File: config.mk
export PLATFORM = sky130hd
export DESIGN_NAME = forward_stall_ctrl
export DESIGN_NICKNAME = d
export VERILOG_FILES = /design/src/rtl/forward_stall_ctrl.sv
export SDC_FILE = /design/constraint.sdc
export NUM_CORES = 1
export LEC_CHECK = 0
export BUFFER_PORTS_ARGS = -buffer_cell sky130_fd_sc_hd__buf_4
export CORE_ASPECT_RATIO = 0.9
export CORE_MARGIN = 10
export CORE_UTILIZATION = 39
export CTS_BUF_LIST = sky130_fd_sc_hd__clkbuf_16
export DETAILED_ROUTE_END_ITERATION = 6
export GPL_ROUTABILITY_DRIVEN = 1
export HOLD_SLACK_MARGIN = 0.06
export PLACE_DENSITY_LB_ADDON = 0.1
export SLEW_MARGIN = 0
export SYNTH_ARGS = -nofsm -noshare
export SYNTH_HDL_FRONTEND = slang
export SYNTH_SLANG_ARGS = --single-unit
File: constraint.sdc
create_clock -name clk -period 2.9 [get_ports clk]
set_clock_uncertainty 0.2 [all_clocks]
set_input_delay 0.29 -clock clk [delete_from_list [all_inputs] [get_ports clk]]
set_output_delay 0.29 -clock clk [all_outputs]
set_load 0.02 [all_outputs]
File: src/rtl/forward_stall_ctrl.sv
// Operand forwarding select, load-use/interlock hazard detection and memory-wait
// stall sequencing for a five-stage pipeline.
module forward_stall_ctrl #(
   parameter int XLEN     = 32,
   parameter int NUM_RS   = 2,
   parameter int FWD_EN   = 1,
   parameter int MAX_WAIT = 15,
   parameter int CNT_W    = 16
) (
   input  logic                     clk,
   input  logic                     reset,
   input  logic [NUM_RS*5-1:0]      id_rs,
   input  logic [NUM_RS-1:0]        id_rs_used,
   input  logic [NUM_RS*5-1:0]      ex_rs,
   input  logic [NUM_RS-1:0]        ex_rs_used,
   input  logic [4:0]               ex_rd,
   input  logic                     ex_reg_write,
   input  logic                     ex_mem_read,
   input  logic [4:0]               mem_rd,
   input  logic                     mem_reg_write,
   input  logic [XLEN-1:0]          mem_value,
   input  logic [4:0]               wb_rd,
   input  logic                     wb_reg_write,
   input  logic [XLEN-1:0]          wb_value,
   input  logic                     mem_busy,
   output logic [NUM_RS*2-1:0]      fwd_sel,
   output logic [NUM_RS*XLEN-1:0]   fwd_value,
   output logic                     stall_front,
   output logic                     bubble_ex,
   output logic                     stall_all,
   output logic                     mem_timeout,
   output logic [CNT_W-1:0]         stall_count
);

   localparam int WAIT_W = (MAX_WAIT < 2) ? 1 : $clog2(MAX_WAIT + 1);

   typedef enum logic [1:0] {
      RUN      = 2'd0,
      WAIT_MEM = 2'd1,
      TIMEOUT  = 2'd2
   } state_t;

   state_t              state_q, state_d;
   logic [WAIT_W-1:0]   wait_q, wait_d;
   logic [CNT_W-1:0]    cnt_q, cnt_d;
   logic                load_use_s;
   logic                interlock_s;
   logic                hazard_s;
   logic                mem_hit_s;
   logic                wb_hit_s;

   // Per-port operand forwarding; EX/MEM wins over MEM/WB, x0 is never forwarded
   always_comb begin
      fwd_sel   = '0;
      fwd_value = '0;
      mem_hit_s = 1'b0;
      wb_hit_s  = 1'b0;
      for (int i = 0; i < NUM_RS; i++) begin
         mem_hit_s = (FWD_EN != 0) && ex_rs_used[i] && mem_reg_write &&
                     (mem_rd != 5'd0) && (ex_rs[5*i +: 5] == mem_rd);
         wb_hit_s  = (FWD_EN != 0) && ex_rs_used[i] && wb_reg_write &&
                     (wb_rd != 5'd0) && (ex_rs[5*i +: 5] == wb_rd);
         if (mem_hit_s) begin
            fwd_sel[2*i +: 2]         = 2'b01;
            fwd_value[XLEN*i +: XLEN] = mem_value;
         end else if (wb_hit_s) begin
            fwd_sel[2*i +: 2]         = 2'b10;
            fwd_value[XLEN*i +: XLEN] = wb_value;
         end else begin
            fwd_sel[2*i +: 2]         = 2'b00;
            fwd_value[XLEN*i +: XLEN] = '0;
         end
      end
   end

   // Hazard detection; WB is never an interlock source since the register file writes first
   always_comb begin
      load_use_s  = 1'b0;
      interlock_s = 1'b0;
      for (int i = 0; i < NUM_RS; i++) begin
         load_use_s  = load_use_s | (id_rs_used[i] && ex_mem_read && ex_reg_write &&
                       (ex_rd != 5'd0) && (id_rs[5*i +: 5] == ex_rd));
         interlock_s = interlock_s | ((FWD_EN == 0) && id_rs_used[i] &&
                       ((ex_reg_write && (ex_rd != 5'd0) && (id_rs[5*i +: 5] == ex_rd)) ||
                        (mem_reg_write && (mem_rd != 5'd0) && (id_rs[5*i +: 5] == mem_rd))));
      end
      hazard_s = load_use_s | interlock_s;
   end

   // Stall FSM next-state and stall outputs; mem_busy is ignored while reset is high
   always_comb begin
      state_d     = state_q;
      wait_d      = wait_q;
      stall_all   = 1'b0;
      stall_front = 1'b0;
      bubble_ex   = 1'b0;
      if (reset) begin
         stall_front = hazard_s;
         bubble_ex   = hazard_s;
         state_d     = RUN;
         wait_d      = '0;
      end else begin
         case (state_q)
            RUN: begin
               if (mem_busy) begin
                  stall_all = 1'b1;
                  wait_d    = WAIT_W'(1);
                  state_d   = (MAX_WAIT <= 1) ? TIMEOUT : WAIT_MEM;
               end else begin
                  stall_front = hazard_s;
                  bubble_ex   = hazard_s;
                  wait_d      = '0;
               end
            end
            WAIT_MEM: begin
               if (mem_busy) begin
                  stall_all = 1'b1;
                  wait_d    = wait_q + WAIT_W'(1);
                  if (wait_q >= WAIT_W'(MAX_WAIT - 1)) begin
                     state_d = TIMEOUT;
                  end else begin
                     state_d = WAIT_MEM;
                  end
               end else begin
                  state_d = RUN;
                  wait_d  = '0;
               end
            end
            TIMEOUT: begin
               stall_all = 1'b1;
            end
            default: begin
               state_d = RUN;
               wait_d  = '0;
            end
         endcase
      end
   end

   // Saturating count of stalled cycles
   always_comb begin
      if ((stall_front || stall_all) && (cnt_q != {CNT_W{1'b1}})) begin
         cnt_d = cnt_q + CNT_W'(1);
      end else begin
         cnt_d = cnt_q;
      end
   end

   // State, wait counter and stall counter registers
   always_ff @(posedge clk) begin
      if (reset) begin
         state_q <= RUN;
         wait_q  <= '0;
         cnt_q   <= '0;
      end else begin
         state_q <= state_d;
         wait_q  <= wait_d;
         cnt_q   <= cnt_d;
      end
   end

   assign mem_timeout = (state_q == TIMEOUT);
   assign stall_count = cnt_q;

endmodule
# After elaboration in Yosys (flattened, before gate mapping)
# Cells that the tools add are included.
# op_classes
n_addsub,2
magnitude_cmp,1
eq_ne,10
mux,21
bitwise_logic,2
reduce_logical,28
# ops
cell,n
32-bit two-way mux,4
5-bit equality test,6
1-bit logical AND,21
16-bit by 1-bit adder with 16-bit output (second input constant),1
16-bit inequality test (second input constant),1
5-bit nonzero test,3
2-bit two-way mux,7
4-bit one-hot mux with 3 select lines,1
1-bit two-way mux,6
2-bit one-hot mux with 3 select lines,1
4-bit by 1-bit adder with 4-bit output (second input constant),1
4-bit greater-or-equal comparator (second input constant),1
4-bit two-way mux,1
2-bit by 1-bit equality test with 1-bit output (second input constant),1
2-bit equality test (second input constant),1
2-bit logical NOT,1
2-bit inequality test (second input constant),1
1-bit one-hot mux with 2 select lines,1
2-bit AND reduction,1
2-bit OR reduction,1
1-bit logical OR,1
1-bit inverter,1
1-bit OR,1
# totals
reg_bits,22
inputBits,110
out_inout_bits,88
elab_cells,67

# Depth between registers and ports, before layout
# Gate-level depths: netlist (run 1).
# depth
ltp_word,10
depth_mapped,8
mapped_depth_nobuf,7

# Least setup slack after synthesis (run 1)
# Ideal clock, no wire load.
# synth_path
path_type,register to register
from,register cnt_q[0] (netlist: stall_count[0])
to,register cnt_q[9] (netlist: stall_count[9])
setup_time_ns,0.123
arrival_time_ns,2.054
required_time_ns,2.577
setup_slack_ns,0.522
stages_incl_launch_ff,9
n_path_buf,1
synth_period_minus_slack_ns,2.378
cell_sequence,dfxtp_1 -> ha_1 -> nand3_1 -> nor4_1 -> a32o_2 -> a21oi_4 -> buf_6 -> nand3_1 -> mux2_1
# synth_via
elab_chain_len,2
elab_cells_between_ends,3
cone_classes,1 x add/sub; 1 x eq/ne; 1 x reduce/logical
# synth_rtl
element,line,rtl
"start, declared",45,"logic [CNT_W-1:0] cnt_q, cnt_d;"
"start signal, assigned",158,cnt_q <= cnt_d;
"parallel branches: the longest is 2 deep, another holds 16-bit by 1-bit adder with 16-bit output",--,
# Several ways; the timed one is not identified.
# A chain may end at the register's enable or synchronous reset.

# Worst setup path after layout (run 1)
# layout_path
from,input port mem_rd[0]
to,output port fwd_value[37]
# layout_via
elab_chain_len,4
elab_cells_between_ends,5
cone_classes,1 x eq/ne; 1 x mux; 3 x reduce/logical
# layout_rtl
element,line,rtl
"start, declared",19,"input logic [4:0] mem_rd,"
5-bit nonzero test,60,(mem_rd != 5'd0) && (ex_rs[5*i +: 5] == mem_rd);
1-bit logical AND,59,mem_hit_s = (FWD_EN != 0) && ex_rs_used[i] && mem_reg_write &&
1-bit logical AND (*),60,
32-bit two-way mux (*),63,if (mem_hit_s) begin
"end, declared",27,"output logic [NUM_RS*XLEN-1:0] fwd_value,"
# Every way passes the cells marked *; elsewhere a longest branch is shown, timed or not.

==> metrics, run 1 <==
Routed WL between 10000 and 15000 um; pwr/cell area 228.6 nW/um^2; CP cell instances buf_4 -> or4_4 -> o21ai_4 -> nor3_4 -> nor3_4 -> buf_12 -> a22o_1 -> buf_4; R2R Setup Slk 480 ps; outcome completed; total CTS buffers 3; CTS Buffer Depth 2; Internal around 0.65 mW; H-Tree Depth 1; count leader, synth a22o_1; Post-synth EDFFs 0; fraction of registers with async set or reset after synthesis 0; crit path max-delay cell type or4_4; Num Clock Sinks 22; Flop pwr share 0.351; CP max FO 33; Buf/Inv on CP 3; DP Wirelength 8966 um; class of the worst hold path in2reg; Psw roughly 0.24 mW; Slew @ Worst Pin 499.3 ps; crit path launch type input pin; TritonCTS clock tree done; Clk pwr share 0.331; post-synth top area cell a22o_1; power share of the combinational group 0.318; fill count ~480; YS warnings 0; Tcrit/Tclk final 0.8610; detailed-route vias per instance approximately 5.5; library cells used by synthesis 44; post-CTS setup buffers 0; DIE WIDTH 100.8 um; R2R Path Start stall_count[0]; WL/cell approximately 20 um; Critical Path Stages 8; chip height 92.75 um; initial antenna violation count 0; hold bufs inserted after CTS 0; crit path capture fwd_value[37]; Crit Path Class in2out; most area-consuming cells after synthesis a22o_1 (24%), dfxtp_1 (19%), xnor2_1 (8.8%); Syn Area/Cell 8.558 sq um; Rows 26; relative max-transition margin 0.6641; Critical Path Source mem_rd[0]; synthesis-to-layout area growth 68.96%; clock period minus worst slack 2497 ps; detailed router's first-iteration violation count 95; core outline area between 5000 and 6000 sq um; drt first pass iters 4; # IOs 198; Gate Count Post-Synth 268; worst reg2reg path endpoint stall_count[11]; largest net degree at the start of global routing 39; count of final hold-check violations 0; clk root buf clkbuf_16; Top FF cell, synth dfxtp_1; share of cells above drive strength 1 0.4956; CP Capture Type output port; global-route wire length before repair 16180 um; Final Core Density 0.6807; Net count, final 568; clk_lat worst skew 250 ps; max-slew violations 0; Fmax 400.5 MHz; multi-input combinational cell area approximately 1700 sq um; CP peak stage delay 540 ps; DRC Markers 0; WP data required 2410 ps; CP delay by family, top simple AND/OR/NAND/NOR gates; top-area cell type share of the netlist area 0.2444; routed via count 2905; RSZ-0062 raised after global routing no; Synth Register Bits 22; initial core utilization 0.4029; vias in the first global route roughly 2800; PortBufs 197; total track usage 0.2092; critical path data arrival time ~2000 ps; Max Cap Viol 0; Final setup viols 0; Post-synth top cells a22o_1 (64), nor2_1 (25), xnor2_1 (23); setup tns final 0 ps; Fin Hold WS 141.7 ps; maximum VDD drop 0.2873 mV; Cell Area, Synth roughly 2300 sq um; R2R cell count 7; die area 9352 sq um; register area 440.4 sq um; sw frac 0.2679; Post-Syn Nets roughly 380; ant diodes 0; Reg clk slew, reported paths 60 ps; register area share after synthesis 0.1920; post-CTS resize count 0; leakage power about 1.9 nW; grt total ovfl 0; routability congestion estimate from global placement approximately 0.84; post-route ant nets 0
worst reg2reg max path: stages (launching register included):
cell and delay [ps]:
dfxtp_1 410, ha_1 190, nand3_1 120, nor4_1 510
a32o_2 290, a21oi_4 90, nand4_1 160, mux2_2 330
metal layers:
metal  wire, um  vias up  part of all wire  GRT usage
met5          0        -                 0          0
met4        226        0             0.021    0.05176
met3       1062       18             0.099    0.05126
met2       5478      125              0.51     0.3761
met1       3913     1365              0.37     0.2395
li1           -     1397                 -          -
logic make-up after synthesis:
kind of cell	Yosys count	synth area share
AO/OA/AOI/OAI	88	0.3268
buffers and inverters	21	0.06056
flip-flops	22	0.1920
AND/OR/NAND/NOR	91	0.2275
adder cells (fa/ha/maj)	3	0.01637
XOR/XNOR	31	0.1184
multiplexers	12	0.05837
cells in the final DEF (no fill, tap or decap), types with 2 or more instances in the layout:
master / instances
buf_4: 199
a22o_1: 64
nor2_1: 25
xnor2_1: 23
dfxtp_1: 22
nor2b_1: 13
nand4_1: 12
nand3_1: 11
xor2_1: 8
a21oi_1: 8
nand2_1: 7
mux2_2: 7
nor3_4: 4
mux2_1: 4
nor4_1: 3
o21ai_0: 3
nand2b_1: 3
a31o_2: 3
and3_1: 3
ha_1: 3
clkbuf_16: 3
inv_1: 2
or4_1: 2
and2_1: 2
buf_12: 2
metrics by stage:
step	worst slack, ps	cells	total power, mW	instance area (sq um)
after floorplan	522.4	268	0.4241	2293
after global placement	428.7	520	0.5920	3796
after detailed placement	405.7	520	0.5995	3796
after CTS	405.6	524	0.8911	3875
after global routing	314.2	524	0.9298	3875
final	403.2	524	0.8857	3875
power groups by stage:
stage	Clock (mW)	Combinational, mW	Sequential (mW)
2_1_floorplan	0	0.105	0.319
3_3_place_gp	0	0.274	0.318
3_5_place_dp	0	0.282	0.318
4_1_cts	0.298	0.282	0.311
5_1_grt	0.312	0.306	0.312
6_report	0.293	0.281	0.311
worst min-delay path by stage:
| stage | from | to | slack [ps] | cells past startpoint |
|---|---|---|---|---|
| 2_1_floorplan | mem_busy | wait_q[0] | 260 | 2 |
| 3_3_place_gp | wait_q[3] | wait_q[3] | 280 | 2 |
| 3_5_place_dp | wait_q[3] | wait_q[3] | 300 | 2 |
| 4_1_cts | mem_busy | wait_q[0] | 140 | 3 |
| 5_1_grt | mem_busy | wait_q[0] | 180 | 3 |
| 6_report | mem_busy | wait_q[0] | 140 | 3 |
flip-flops by register name, summed over array words and instances, names as in the netlist:
signal,cells
stall_count,16
wait_q,4
state_q,2
cell type report:
| cell class | instances | share of cell area |
|---|---|---|
| clock buffers | 3 | 0.01937 |
| multi-input cells | 225 | 0.4456 |
| flip-flops and latches | 22 | 0.1137 |
| well taps | 70 | 0.02260 |
| clock inverters | 1 | 0.0009687 |
| inverters | 2 | 0.001937 |
| repair buffers | 201 | 0.3959 |
Note: power is estimated with default switching activity, not from simulation.
==> run 2, diff against run 1 <==
--- a/config.mk
+++ b/config.mk
@@ -14,6 +14,7 @@
 export GPL_ROUTABILITY_DRIVEN = 1
 export HOLD_SLACK_MARGIN = 0.06
 export PLACE_DENSITY_LB_ADDON = 0.1
+export REMOVE_ABC_BUFFERS = 1
 export SLEW_MARGIN = 0
 export SYNTH_ARGS = -nofsm -noshare
 export SYNTH_HDL_FRONTEND = slang
==> run 2 against run 1 <==
  * Count of clock-buffer cells in the layout unchanged
  * Critical path type unchanged
  * Final cell count decreased by 0.19%
  * Largest cell class unchanged
  * Non-clock buffer count unchanged
==> metrics, run 2 (synthesis results as in run 1) <==
hold bufs inserted after CTS 0; met1 usage 0.2243; Max Cap Viol 0; # IOs 198; clock period minus worst slack 2494 ps; share of cells above drive strength 1 0.4967; total CTS buffers 3; routability congestion estimate from global placement between 0.9 and 1; Fmax 401.0 MHz; placed cell count 520; Routed WL 10860 um; most frequent cells in the layout buf_4 (199), a22o_1 (64), nor2_1 (25); initial antenna violation count 0; CP cell instances buf_4 -> or4_4 -> o21ai_4 -> nor3_4 -> nor3_4 -> buf_12 -> a22o_1 -> buf_4; total track usage 0.2120; GR Util met3 0.06761; multi-input combinational cell area 1727 sq um; Net count, final 568; PortBufs 197; WP data required 2410 ps; detailed-route vias per instance 5.621; leakage power ~1.9 nW; post-route ant nets 0; synthesis-to-layout area growth 68.79%; post-CTS resize count 0; count of final hold-check violations 0; max reg flops 16; crit path launch type input pin; grt total ovfl 0; class of the worst hold path in2reg; setup tns final 0 ps; RSZ-0062 raised after global routing no; post-route setup slack 406.1 ps; critical path data arrival time ~2000 ps; H-Tree Depth 1; core outline area 5693 sq um; CP peak stage delay 540 ps; initial core utilization 0.4029; chip height between 90 and 100 um; Final setup viols 0; Reg clk slew, reported paths 60 ps; max-slew violations 0; largest net degree at the start of global routing 39; global-route wire length before repair roughly 16000 um; Tcrit/Tclk final 0.8600; vias in the first global route approximately 2900; DP Wirelength roughly 9000 um; CP max FO 33; register area 440.4 sq um; detailed router's first-iteration violation count 132; fill count 493; Num Clock Sinks 22; CTS Buffer Depth 2; routed via count 2940; Rows 26; clk root buf clkbuf_16; WL/cell between 20 and 25 um; ant diodes 0; crit path max-delay cell type or4_4; TritonCTS clock tree done; Crit Path Class in2out; DIE WIDTH just over 100 um; GR Layer Usage met2 0.3984; CP Capture Type output port; DP Worst Slack 395.0 ps; DRC Markers 0; maximum VDD drop between 0.2 and 0.3 mV; drt first pass iters 4; most common cell after layout, fill and taps aside buf_4; Slew @ Worst Pin between 500 and 600 ps; clk_lat worst skew about 250 ps; die area about 9400 sq um; post-CTS setup buffers 0; GR peak layer met2; outcome completed; relative max-transition margin 0.6373; pwr/cell area 227.5 nW/um^2; final cell count without fillers 523
run 2: worst paths after layout:
kind	startpoint	to	slack, ps	cells after the start
min reg2reg	wait_q[3]	wait_q[3]	320	2
min	mem_busy	wait_q[0]	140	3
max	mem_rd[0]	fwd_value[58]	410	8
max reg2reg	stall_count[0]	stall_count[10]	430	7
run 2: final cells by class:
cell class                      instances  share of cell area
Multi-Input combinational cell        225              0.4460
Timing Repair Buffer                  201              0.3963
Sequential cell                        22              0.1138
Tap cell                               70             0.02262
Clock buffer                            3             0.01939
Inverter                                2            0.001939
run 2: worst max-delay path: cells and delay by family:
kind,cells,cell delay (ps)
buffers and inverters,3,490
AOI/OAI and AO/OA,2,380
and+or+nand+nor,3,830
run 2: where the power goes:
part / leakage (nW) / switching [mW] / internal [mW]
Combinational: 1.65 / 0.126 / 0.159
Sequential: 0.178 / 0.00551 / 0.306
Clock: 0.0370 / 0.103 / 0.182
Total: 1.86 / 0.234 / 0.647
run 2: stage by stage:
step	util	hold WS, ps	power (mW)	area [sq um]
4_1_cts	0.6800	135.2	0.8867	3871
3_3_place_gp	0.6668	285.4	0.5946	3796
2_1_floorplan	-	159.1	0.4138	2162
5_1_grt	0.6800	172.9	0.9201	3871
6_report	0.6800	135.4	0.8807	3871
3_5_place_dp	0.6668	311.5	0.6017	3796
run 2: per-layer routing:
layer / vias up / routed length, um
met5: - / 0
met4: 0 / 194
met3: 12 / 1095
met2: 130 / 5646
met1: 1402 / 3923
li1: 1396 / -
==> run 3, diff against run 2 <==
--- a/config.mk
+++ b/config.mk
@@ -11,7 +11,7 @@
 export CORE_UTILIZATION = 39
 export CTS_BUF_LIST = sky130_fd_sc_hd__clkbuf_16
 export DETAILED_ROUTE_END_ITERATION = 6
-export GPL_ROUTABILITY_DRIVEN = 1
+export GPL_TIMING_DRIVEN = 0
 export HOLD_SLACK_MARGIN = 0.06
 export PLACE_DENSITY_LB_ADDON = 0.1
 export REMOVE_ABC_BUFFERS = 1
==> run 3 against run 2 <==
  * Core utilization up 1.0 points
  * Sequential power hardly changed
  * Count of clock-buffer cells in the layout is the same
  * Global-route usage rose by 0.38 points
  * Non-clock buffer count grew 1
  * Register-to-register slack gained 50 ps
  * Hold slack improved by 3.9 ps
  * Critical path type unchanged
==> metrics, run 3 (synthesis results as in run 1) <==
DIE WIDTH 100.8 um; CP max FO 21; most common cell after layout, fill and taps aside buf_4; Num Clock Sinks 22; DP Worst Slack -358.2 ps; post-route ant nets 0; total CTS buffers 3; maximum VDD drop 0.2782 mV; die area 9352 sq um; Fin Hold WS 139.4 ps; R2R cell count 7; class of the worst hold path in2reg; # IOs between 150 and 200; DP Wirelength ~9000 um; pwr/cell area 224.9 nW/um^2; CP Capture Type output port; clock period minus worst slack 2776 ps; initial antenna violation count 0; Fmax 360.2 MHz; Net count, final roughly 570; fin area 3930 sq um; Area after DPL 3784 sq um; critical path data arrival time 2290 ps; detailed-route vias per instance 5.692; WL/cell 20.89 um; global-route wire length before repair 16390 um; CTS Buffer Depth 2; ant diodes 0; max-slew violations 0; min-delay src mem_busy; WP data required approximately 2400 ps; synthesis-to-layout area growth 71.36%; largest net degree at the start of global routing 39; chip height 92.75 um; post-route setup slack 123.5 ps; clk root buf clkbuf_16; most frequent cells in the layout buf_4 (199), a22o_1 (64), nor2_1 (25); PortBufs 197; Routed WL around 11000 um; hold path depth 3; DRC Markers 0; Slew @ Worst Pin 1049 ps; relative max-transition margin 0.2982; vias in the first global route 2885; setup tns final 0 ps; crit path max-delay cell type nor3_4; Crit Path Class in2out; count of final hold-check violations 0; Final Core Density 0.6903; Critical Path Source mem_rd[0]; Rows 26; detailed router's first-iteration violation count between 100 and 150; worst reg2reg path endpoint stall_count[14]; final cell count without fillers about 530; leakage power 1.879 nW; Reg clk slew, reported paths 50 ps; Hold EP wait_q[0]; R2R Setup Slk 480 ps; routability congestion estimate from global placement 0.8308; max reg flops 16; Tot Pwr 0.8839 mW; Tcrit/Tclk final 0.9574; grt total ovfl 0; outcome completed; CP cell instances buf_4 -> or4_4 -> o21ai_4 -> nor3_4 -> nor3_4 -> a22o_1 -> buf_4; clk_lat worst skew 250 ps; drt first pass iters 4; RSZ-0062 raised after global routing no; routed via count 2994; total track usage 0.2158; share of cells above drive strength 1 0.5022; crit path launch type input pin; placed cell count approximately 520; initial core utilization 0.4029; core outline area approximately 5700 sq um; CP peak stage delay 580 ps; TritonCTS clock tree done; Max Cap Viol 0; hold bufs inserted after CTS 0; Final setup viols 0; R2R Path Start stall_count[0]; H-Tree Depth 1; fill count 486
run 3: cell count changes in the layout (fill, tap and decap cells not counted):
cell     delta
nor3_4      +2
o21ai_2     +1
buf_12      -1
buf_8       +1
buf_16      +1
o21ai_1     -1
run 3: what timing repair did:
item / CTS / global route
buffers inserted: 0 / 3
gates cloned: 2 / 0
pin swaps: 2 / 2
endpoints found under the setup margin: 66 / 35
gates resized for setup: 2 / 1
endpoints found under the hold margin: 0 / 0
run 3: how the worst max path moves through the flow:
stage,to
floorplan,fwd_value[32]
detailed placement,fwd_value[14]
global route,fwd_value[31]
CTS,fwd_value[13]
finish,fwd_value[21]
global placement,fwd_value[58]
run 3: layout make-up:
cell class	count	area (sq um)	area share
clock buffer	3	75.07	0.01910
inverter	2	7.507	0.001910
multi-input combinational	227	1763	0.4486
sequential	22	440.4	0.1121
tap	70	87.58	0.02229
timing repair buffer	202	1556	0.3961
run 3: report_power, final:
part | switching [mW] | internal, mW | total [mW]
clock | 0.103 | 0.182 | 0.285
sequential | 0.00544 | 0.306 | 0.311
combinational | 0.127 | 0.160 | 0.287
run 3: worst max-delay path: cells and delay by family:
family          cells  cell delay, ps
simple gates        3            1290
buf+inv             2             270
compound gates      2             430
run 3: layer usage:
layer	part of all wire	track usage	vias up
met5	0	0	-
met2	0.51	0.3894	153
met4	0.024	0.05765	0
met3	0.11	0.07132	18
met1	0.36	0.2338	1411
li1	-	-	1412
